**src/rtl/frame_buffer_arbiter_pkg.sv**
```systemverilog
// Shared definitions for the frame buffer arbiter: default widths, pixel address
// field offsets and the RAM slot encoding.
package frame_buffer_arbiter_pkg;
  localparam int ADDR_W   = 11;
  localparam int DATA_W   = 16;
  localparam int COL_LSB  = 0;
  localparam int ROW_LSB  = 6;
  localparam int HALF_BIT = 10;
  localparam int RD_LAT   = 2;

  typedef enum logic [1:0] {
    SLOT_IDLE  = 2'd0,
    SLOT_SCAN  = 2'd1,
    SLOT_WRITE = 2'd2
  } slot_e;
endpackage

```
**src/rtl/frame_buffer_arbiter_bank_swap_ctrl.sv**
```systemverilog
// Double-buffer bank control: holds a requested swap until the next frame start,
// then flips the display bank and pulses swap_done on that same edge.
module bank_swap_ctrl (
  input  logic clk_in,
  input  logic reset,
  input  logic swap_req_i,
  input  logic frame_start_i,
  output logic display_bank_o,
  output logic swap_pending_o,
  output logic swap_done_o
);
  logic bank_q, bank_d;
  logic pend_q, pend_d;
  logic done_q, done_d;
  logic fire;

  // A swap request arriving with frame_start swaps immediately.
  assign fire = frame_start_i && (pend_q || swap_req_i);

  always_comb begin
    bank_d = bank_q ^ fire;
    pend_d = fire ? 1'b0 : (pend_q || swap_req_i);
    done_d = fire;
  end

  always_ff @(posedge clk_in or posedge reset) begin
    if (reset) begin
      bank_q <= 1'b0;
      pend_q <= 1'b0;
      done_q <= 1'b0;
    end else begin
      bank_q <= bank_d;
      pend_q <= pend_d;
      done_q <= done_d;
    end
  end

  assign display_bank_o = bank_q;
  assign swap_pending_o = pend_q;
  assign swap_done_o    = done_q;
endmodule

```
**src/rtl/frame_buffer_arbiter.sv**
```systemverilog
// Arbitrates one single-port pixel RAM between scan-out reads (absolute priority,
// fixed 2-cycle latency) and host writes into the non-displayed bank.
module frame_buffer_arbiter #(
  parameter int ADDR_W = frame_buffer_arbiter_pkg::ADDR_W,
  parameter int DATA_W = frame_buffer_arbiter_pkg::DATA_W
) (
  input  logic              clk_in,
  input  logic              reset,
  input  logic              scan_req,
  input  logic [ADDR_W-1:0] scan_addr,
  output logic [DATA_W-1:0] scan_data,
  output logic              scan_valid,
  input  logic              wr_valid,
  output logic              wr_ready,
  input  logic [ADDR_W-1:0] wr_addr,
  input  logic [DATA_W-1:0] wr_data,
  input  logic              swap_req,
  input  logic              frame_start,
  output logic              swap_done,
  output logic              display_bank,
  output logic [ADDR_W:0]   mem_addr,
  output logic              mem_we,
  output logic [DATA_W-1:0] mem_wdata,
  input  logic [DATA_W-1:0] mem_rdata
);
  import frame_buffer_arbiter_pkg::*;

  slot_e             slot_q, slot_d;
  logic [ADDR_W:0]   mem_addr_q, mem_addr_d;
  logic [DATA_W-1:0] mem_wdata_q, mem_wdata_d;
  logic [DATA_W-1:0] scan_data_q;
  logic [RD_LAT:0]   vld_pipe;
  logic              swap_pending;

  bank_swap_ctrl u_swap (
    .clk_in         (clk_in),
    .reset          (reset),
    .swap_req_i     (swap_req),
    .frame_start_i  (frame_start),
    .display_bank_o (display_bank),
    .swap_pending_o (swap_pending),
    .swap_done_o    (swap_done)
  );

  // Writes are held off while a swap is queued so the bank queued for display stays intact.
  assign wr_ready = !reset && !scan_req && !swap_pending;

  always_ff @(posedge clk_in or posedge reset) begin
    if (reset) slot_q <= SLOT_IDLE;
    else       slot_q <= slot_d;
  end

  always_comb begin
    slot_d = SLOT_IDLE;
    if (scan_req)                  slot_d = SLOT_SCAN;
    else if (wr_valid && wr_ready) slot_d = SLOT_WRITE;
  end

  // Bank bit is sampled here, so a read issued on the swap edge still sees the old bank.
  always_comb begin
    mem_addr_d  = mem_addr_q;
    mem_wdata_d = mem_wdata_q;
    case (slot_d)
      SLOT_SCAN:  mem_addr_d = {display_bank, scan_addr};
      SLOT_WRITE: begin
        mem_addr_d  = {~display_bank, wr_addr};
        mem_wdata_d = wr_data;
      end
      default: ;
    endcase
  end

  always_ff @(posedge clk_in or posedge reset) begin
    if (reset) begin
      mem_addr_q  <= '0;
      mem_wdata_q <= '0;
      scan_data_q <= '0;
      vld_pipe    <= '0;
    end else begin
      mem_addr_q  <= mem_addr_d;
      mem_wdata_q <= mem_wdata_d;
      vld_pipe    <= {vld_pipe[RD_LAT-1:0], slot_d == SLOT_SCAN};
      if (vld_pipe[RD_LAT-1]) scan_data_q <= mem_rdata;
    end
  end

  assign mem_addr   = mem_addr_q;
  assign mem_we     = (slot_q == SLOT_WRITE);
  assign mem_wdata  = mem_wdata_q;
  assign scan_data  = scan_data_q;
  assign scan_valid = vld_pipe[RD_LAT];
endmodule

```
**config.mk**
```make
export PLATFORM = sky130hd
export DESIGN_NAME = frame_buffer_arbiter
export DESIGN_NICKNAME = d
export VERILOG_FILES = /design/src/rtl/frame_buffer_arbiter_pkg.sv /design/src/rtl/frame_buffer_arbiter_bank_swap_ctrl.sv /design/src/rtl/frame_buffer_arbiter.sv
export SDC_FILE = /design/constraint.sdc
export NUM_CORES = 1
export LEC_CHECK = 0
export CORE_ASPECT_RATIO = 1.4
export CORE_MARGIN = 2
export CORE_UTILIZATION = 42
export DETAILED_ROUTE_END_ITERATION = 16
export GPL_ROUTABILITY_DRIVEN = 1
export PLACE_DENSITY = 0.85
export SLEW_MARGIN = 20
export SYNTH_ARGS = -nofsm -noshare
export SYNTH_HDL_FRONTEND = slang
export SYNTH_SLANG_ARGS = --single-unit
```
**constraint.sdc**
```tcl
create_clock -name clk_in -period 3.7 [get_ports clk_in]
set_clock_uncertainty 0.15 [all_clocks]
set_input_delay 0.37 -clock clk_in [delete_from_list [all_inputs] [get_ports clk_in]]
set_output_delay 0.37 -clock clk_in [all_outputs]
set_load 0.01 [all_outputs]
```
==> results by stage, run 1 <==
Synth:
- The leading area contributor after synthesis is sky130_fd_sc_hd__dfrtp_1.
- Multiplexer cells account for 30.8% of the synthesized area.
- The most frequently used cell type in the post-synthesis netlist is sky130_fd_sc_hd__dfrtp_1.
- The total number of yosys warnings is 0.
- Yosys attributes the largest share of cell area to sky130_fd_sc_hd__dfrtp_1, sky130_fd_sc_hd__mux2_2, sky130_fd_sc_hd__mux2_1, sky130_fd_sc_hd__nor4b_4, sky130_fd_sc_hd__buf_6.
- The number of synthesized flops with an enable pin is 0.
- The synthesized net count is 183.
- The share of flip-flops with an asynchronous set or reset after synthesis is 100%.
- The cell count after synthesis came out at 123.
- For this run, the register share of the synthesized area comes to 63.8%.
- In the synthesized netlist, the cells that appear most often are sky130_fd_sc_hd__dfrtp_1, sky130_fd_sc_hd__mux2_2, sky130_fd_sc_hd__mux2_1.
- The synthesized-area fraction occupied by ao, oa, aoi and oai cells is less than 1%.
- After synthesis, the largest area contributor takes up 63.8% of total cell area.
- Of the total synthesized cell area, the portion taken by XOR and XNOR cells is 0.429%.
- The average size of a mapped cell is 16.6 um^2.
- The register bit count reported by yosys is 52.
- Summing the areas of all and, or, nand and nor instances in the mapped netlist gives under 10% of the synthesized area.
- After synthesis, the largest family of logic cells by area is multiplexers.
- The most common flop cell mapped by yosys is sky130_fd_sc_hd__dfrtp_1.
- Of the total synthesized cell area, the portion taken by full adders, half adders and majority gates is 0%.
- The number of unique standard cell types used by synthesis is 15.
- The cell area that synthesis handed to floorplanning was 2040 um^2.

Cells and area:
- The post-route netlist has 23.9% of its cells at a drive strength greater than 1.
- The non-filler instance count after layout is just under 300.
- The number of nets in the final layout is 293.
- Measured on the finished design, the core utilization comes to 68.4%.
- The number of inserted diodes is 0.
- The layout-stage area growth over the synthesis result is 59.8%.
- The design area is around 3300 um^2.
- The count of filler cells inserted in the layout is 367.

STA:
- Across all hold checks on the routed design, the worst slack comes to 0.202 ns.
- The number of hold-slack violations in the final timing report is 0.
- The final critical path takes up 69.5% of the cycle.
- The slew at the pin closest to its max-slew limit is 0.867 ns.
- The final number of setup-violating endpoints is 0.
- Measured against its own limit, the worst slew margin works out to 42.1%.
- After routing, the total negative slack on setup checks comes to 0 ns.
- Setup repair after global routing left no endpoint under its margin.
- The number of slew-limit violations in the final report came to 0.
- The final worst slack is 1.13 ns.
- Based on the critical path, the design can be clocked at up to 0.389 GHz.
- The final critical delay including setup and external delays is 2.57 ns.

Detailed routing:
- In the routed layout, each cell is associated on average with a via count of 4.73.
- The count of nets left with antenna violations once routing finished came out at 0.
- Dividing the detail-routed wire length by the instance count gives 14.8 um.
- The detailed-route DRC error count is 0.
- The final layout contains routed wiring with a total length of 4.40 mm.
- The first routing iteration left 23 violations.
- The via total after detailed routing is 1409.
- The first detailed-routing pass took 3 iterations.

Worst setup path:
- In this run the worst path has a maximum fanout of 16.
- The signal on the critical path passes through clkdlybuf4s50_1, nor3_1, clkdlybuf4s50_1.
- The kind of capture point of the worst setup path is an output port.
- The worst setup path is launched from an input port.
- The critical path arrival is 2.05 ns.
- The delay contributed by the slowest stage of the critical path is 0.79 ns.
- The cell with the biggest individual delay on the critical path is sky130_fd_sc_hd__clkdlybuf4s50_1.
- The required time of the worst setup path is 3.18 ns.
- The critical path's most frequent cell is sky130_fd_sc_hd__clkdlybuf4s50_1.
- The critical path contains buffers and inverters numbering 2 combined.
- The category of cells accounting for the largest share of critical-path delay is buffers and inverters.
- The critical path is of the in2out type.

Power:
- The largest voltage drop on the vdd net is 0.273 mV.
- The power after layout is 1.43 mW.
- The total power density per cell area is between 400 and 500 nW/um^2.
- Summed over all cells, the static leakage comes to between 1 and 1.5 nW.

Place:
- Input and output buffers added on the ports amount to approximately 110.
- The number of cells in the design after placement is 290.
- The post-place instance area is 3170 um^2.
- The weighted congestion reported at the end of routability-driven placement is 0.700.
- Detailed placement finished with a half-perimeter wire length of 3.24 mm.
- Prior to clock tree synthesis, the placed netlist has a worst setup slack of 1.10 ns.

CTS:
- The number of sinks on the clock net is 52.
- TritonCTS created 5 clock buffers.
- The clock tree from TritonCTS is done.
- The longest clock path from root to sink contains 2 buffers.
- The root buffer selected by CTS is sky130_fd_sc_hd__clkbuf_8.
- In this run the number of H-tree levels came out at 2.
- At the later pin of the worst-skew pair, clock insertion delay measures 0.29 ns.
- The number of setup buffers added after CTS is 0.
- In this run, post-CTS hold repair placed 0 buffers.
- Clock-pin slew was measured on the worst setup and hold paths at ~0.080 ns.
- After clock tree synthesis, the repair step resized 0 gates.

GRT:
- The number of antenna violations at the first check in global routing is 0.
- The wire length of the first global-routing pass is 7.11 mm.
- The total overflow left after global routing is 0.
- The total routing usage reported by global routing is 16.7%.
- The pin count of the biggest net entering global routing is 53.
- The number of global-route vias before repair is between 1000 and 1500.

Die:
- In this run the standard cell core region covers roughly 4800 um^2.
- The chip height is 86.5 um.
- The initial core utilization is between 40% and 50%.
- The die width is 62.9 um.
- The die area is 5440 um^2.
- The placement row count is 30.
- The total I/O pin count is 109.

Min path:
- In this run the worst hold path is classified as reg2reg.

Job:
- Across the run, the number of max-cap violations was 0.

Run status:
- The flow ran to the end, and the final reports show no timing, DRC or antenna violations.
[per-layer routing]
| metal | GRT usage (%) | vias to the layer above | wire (um) |
|---|---|---|---|
| li1 | - | 648 | - |
| met1 | 18.7 | 690 | 1590 |
| met2 | 29.3 | 68 | 2350 |
| met3 | 8.05 | 3 | 443 |
| met4 | 3.03 | 0 | 21 |
| met5 | 0 | - | 0 |
[layout make-up]
| class | instances | area [um^2] | area share [%] |
|---|---|---|---|
| flip-flops and latches | 52 | 1300 | 39.9 |
| multi-input cells | 63 | 687 | 21.1 |
| repair buffers | 110 | 1100 | 33.6 |
| clock buffers | 8 | 90.1 | 2.76 |
| inverters | 1 | 5.00 | 0.154 |
| well taps | 64 | 80.1 | 2.46 |
[registers in the layout, summed over array words and instances (netlist names)]
register and flops:
mem_wdata 16, mem_addr 12, u_swap.swap_done_o 1, vld_pipe 3
scan_data 16, slot_q 2, u_swap.display_bank_o 1, u_swap.swap_pending_o 1
[final timing paths]
kind                                  startpoint       endpoint  slack (ns)  cells past startpoint
hold / removal                       vld_pipe[0]    vld_pipe[1]        0.20                      0
max in group asynchronous                  reset   mem_wdata[2]        2.38                      2
setup reg to reg           u_swap.swap_pending_o  mem_wdata[13]        2.05                      3
setup / recovery                        scan_req       wr_ready        1.13                      3
min in group asynchronous                  reset    mem_addr[4]        0.52                      2
hold reg to reg                      vld_pipe[0]    vld_pipe[1]        0.20                      0
[layout by cell type (no fill, tap or decap), drive strengths merged]
cell           instances
buf                    2
clkbuf                 8
clkdlybuf4s50        108
clkinv                 1
dfrtp                 52
mux2                  54
mux2i                  2
nor2                   2
nor2b                  1
nor3                   1
nor4b                  1
o21a                   1
xor2                   1
[cells by family (layout without fill, tap and decap cells)]
family | count (synthesis) | in the layout
flops | 52 | 52
compound gates | 1 | 1
simple gates | 5 | 5
mux | 56 | 56
xor+xnor | 1 | 1
buf+inv | 8 | 119
[report_power, final]
| group | switching [mW] | internal (mW) |
|---|---|---|
| Sequential | 0.0529 | 0.655 |
| Clock | 0.169 | 0.153 |
| Combinational | 0.134 | 0.270 |
| Total | 0.356 | 1.08 |
No activity file was read; power rests on OpenSTA's default activity.
==> run 2: changes to the inputs <==
--- a/config.mk
+++ b/config.mk
@@ -7,10 +7,10 @@
 export LEC_CHECK = 0
 export CORE_ASPECT_RATIO = 1.4
 export CORE_MARGIN = 2
-export CORE_UTILIZATION = 42
+export CORE_UTILIZATION = 39
 export DETAILED_ROUTE_END_ITERATION = 16
 export GPL_ROUTABILITY_DRIVEN = 1
-export PLACE_DENSITY = 0.85
+export PLACE_DENSITY = 0.8
 export SLEW_MARGIN = 20
 export SYNTH_ARGS = -nofsm -noshare
 export SYNTH_HDL_FRONTEND = slang
==> constraint.sdc (replaced) <==
create_clock -name clk_in -period 2.4 [get_ports clk_in]
set_clock_uncertainty 0.15 [all_clocks]
set_input_delay 0.24 -clock clk_in [delete_from_list [all_inputs] [get_ports clk_in]]
set_output_delay 0.24 -clock clk_in [all_outputs]
set_load 0.01 [all_outputs]
==> results by stage, run 2 (same netlist as run 1, synthesis figures left out) <==
Run status:
- Result of the run: completed (unchanged).

STA:
- Setup repair after global routing missed its margin: no (unchanged).
- The slew at the pin closest to its max-slew limit is 0.639 ns (was 0.867 ns).
- The worst hold-check slack is 0.0721 ns (was 0.202 ns).
- The number of slew-limit violations in the final report was 0 (unchanged).
- Timing would allow up to slightly above 0.5 GHz.
- The final number of setup-violating endpoints is 0 (unchanged).
- Of the available clock period, the critical path in the final layout requires 81.6%.
- The number of hold-slack violations in the final timing report is 0 (unchanged).
- The worst slew margin relative to its limit is 57.4% (was 42.1%).
- The final-layout setup total negative slack is 0 ns (unchanged).
- The final critical delay including setup and external delays is 1.96 ns.

GRT:
- The pin count of the biggest net entering global routing is 27 (was 53).
- The layer carrying the most global-route usage is met2 (unchanged).
- The number of global-route vias before repair came to 1474 (was 1471).
- The met3 track utilization from global routing is 4.41% (was 8.05%).
- The final global-route overflow total is 0 (unchanged).
- The met2 demand-to-capacity share in global routing is 30.1% (was 29.3%).
- The number of antenna violations at the first check in global routing came to 0 (unchanged).
- The global-route met1 utilization is 19.5% (was 18.7%).
- The wire length of the first global-routing pass is 7.28 mm (was 7.11 mm).
- The total routing usage reported by global routing is 17.1% (was 16.7%).

CTS:
- The number of setup buffers added after CTS came to 0 (unchanged).
- The clock tree from TritonCTS is done (unchanged).
- The TritonCTS buffer count is 5 (unchanged).
- The number of H-tree branching levels came to 2 (unchanged).
- The clock slew at the register clock pins of the worst setup and hold paths came to 0.10 ns (was 0.08 ns).
- The post-CTS resize count was 0 (unchanged).
- The insertion delay to the later sink of the worst-skew pair is 0.31 ns (was 0.29 ns).
- The buffer levels on the longest clock path is 2 (unchanged).
- The root buffer selected by CTS was sky130_fd_sc_hd__clkbuf_8 (unchanged).
- The post-cts hold buffer count is 0 (unchanged).
- The number of sinks on the clock net was 52 (unchanged).

Detailed routing:
- The average routed wire per standard cell is 15.4 um (was 14.8 um).
- The routed wire length is 4.69 mm (was 4.40 mm).
- The number of nets still failing antenna checks after routing is 0 (unchanged).
- The number of DRC markers in iteration 0 came to 82 (was 23).
- The first-pass detailed-route iteration total is 3 (unchanged).
- The via total after detailed routing is 1420 (was 1409).
- The detailed-route DRC error count is 0 (unchanged).
- The via count normalized by instance count is 4.67 (was 4.73).

Power:
- The static leakage came to 1.36 nW (was 1.33 nW).
- The largest voltage drop on the vdd net is 0.345 mV (was 0.273 mV).
- The total power density per cell area is 671 nW/um^2 (was 440 nW/um^2).
- The power after layout is 2.23 mW (was 1.43 mW).

Cells and area:
- The commonest non-fill, non-tap cell in the layout is sky130_fd_sc_hd__clkdlybuf4s50_1 (unchanged).
- The design area is 3320 um^2 (was 3260 um^2).
- The final core utilization came to 64.9% (was 68.4%).
- The area of the multi-input gates is 687 um^2 (unchanged).
- The number of inserted diodes is 0 (unchanged).
- The count of filler cells inserted in the layout is 415 (was 367).
- The share of layout cells above drive strength 1 is 26.1% (was 23.9%).
- The number of nets in the final layout came to 297 (was 293).
- The combined flip-flop and latch cell area is 1300 um^2 (unchanged).
- The layout-stage area growth over the synthesis result is 62.8% (was 59.8%).
- Commonest non-fill, non-tap cells in the layout: sky130_fd_sc_hd__clkdlybuf4s50_1, sky130_fd_sc_hd__dfrtp_1, sky130_fd_sc_hd__mux2_2 (unchanged).

Worst setup path:
- The category of cells accounting for the largest share of critical-path delay is buffers and inverters (unchanged).
- The critical path's most frequent cell is sky130_fd_sc_hd__clkdlybuf4s50_1 (unchanged).
- The number of buffers and inverters on the critical path came to 2 (unchanged).
- The critical path arrival was 1.57 ns (was 2.05 ns).
- The total stage count of the critical path is 3 (unchanged).
- The delay contributed by the slowest stage of the critical path is 0.57 ns (was 0.79 ns).
- The required time of the worst setup path is 2.01 ns (was 3.18 ns).
- The kind of capture point of the worst setup path is an output port (unchanged).
- The worst flop-to-flop path startpoint is u_swap.swap_pending_o (unchanged).
- The critical path class was in2out (unchanged).
- Critical Path, Cell by Cell: clkdlybuf4s50_1, nor3_1, clkdlybuf4s50_1 (unchanged).
- The number of cells on the worst reg-to-reg path came to 3 (unchanged).
- The worst-path maximum fanout is 4 (was 16).
- The cell with the biggest individual delay on the critical path is sky130_fd_sc_hd__clkdlybuf4s50_1 (unchanged).
- The kind of start point of the critical path is an input port (unchanged).
- The beginning of the critical path is scan_req (unchanged).

Place:
- The detailed placement HPWL was 3.65 mm (was 3.24 mm).
- The post-place instance area was 3230 um^2 (was 3170 um^2).
- The weighted congestion reported at the end of routability-driven placement is 0.768 (was 0.700).
- The quantity of I/O buffers inserted on ports is 108 (unchanged).

Die:
- The total I/O pin count is 109 (unchanged).
- The placement row count came to 31 (was 30).
- The initial core utilization is 39.8% (was 42.8%).
- The chip height is 89.6 um (was 86.5 um).
- The die area is 5830 um^2 (was 5440 um^2).
- The core outline area is 5120 um^2 (was 4770 um^2).
- The die width was 65.1 um (was 62.9 um).

Min path:
- The path type of the worst min-delay path is in2async (was reg2reg).

Job:
- The number of maximum-capacitance violations is 0 (unchanged).
==> run 2: cell types whose count changed in the layout (fill, tap and decap cells not counted), sizes merged <==
cell    change
clkinv      +1
buf         +4
inv         +2
clkbuf      -3
==> run 2: area by class of cell <==
| cell class | count | share of cell area (%) |
|---|---|---|
| clock inverter | 3 | 0.791 |
| inverter | 1 | 0.113 |
| multi-input combinational | 63 | 20.7 |
| timing repair buffer | 114 | 34.7 |
| clock buffer | 5 | 2.07 |
| tap | 66 | 2.49 |
| sequential | 52 | 39.2 |
==> run 2: worst paths after layout <==
path,to,slack [ns]
worst max-delay path,wr_ready,0.44
worst min-delay path,mem_addr[10],0.07
worst max register to register,mem_wdata[8],0.80
worst min register to register,vld_pipe[1],0.20
max in group asynchronous,u_swap.display_bank_o,1.53
min in group clk_in,vld_pipe[1],0.20
==> run 2: report_power, final <==
| group | total (mW) | internal, mW | switching (mW) |
|---|---|---|---|
| clock | 0.512 | 0.213 | 0.299 |
| sequential | 1.09 | 1.01 | 0.0801 |
| combinational | 0.627 | 0.423 | 0.204 |
==> run 2: routing by layer <==
layer | part of all wire (%) | vias up
met5 | 0 | -
li1 | - | 661
met2 | 50 | 74
met1 | 39 | 677
met3 | 8.1 | 8
met4 | 2.3 | 0
==> run 2: stage by stage <==
step / instances / setup slack [ns]
final: 304 / 0.441
after global routing: 304 / 0.425
after CTS: 304 / 0.434
after detailed placement: 296 / 0.410
after global placement: 296 / 0.434
after floorplan: 123 / 0.752
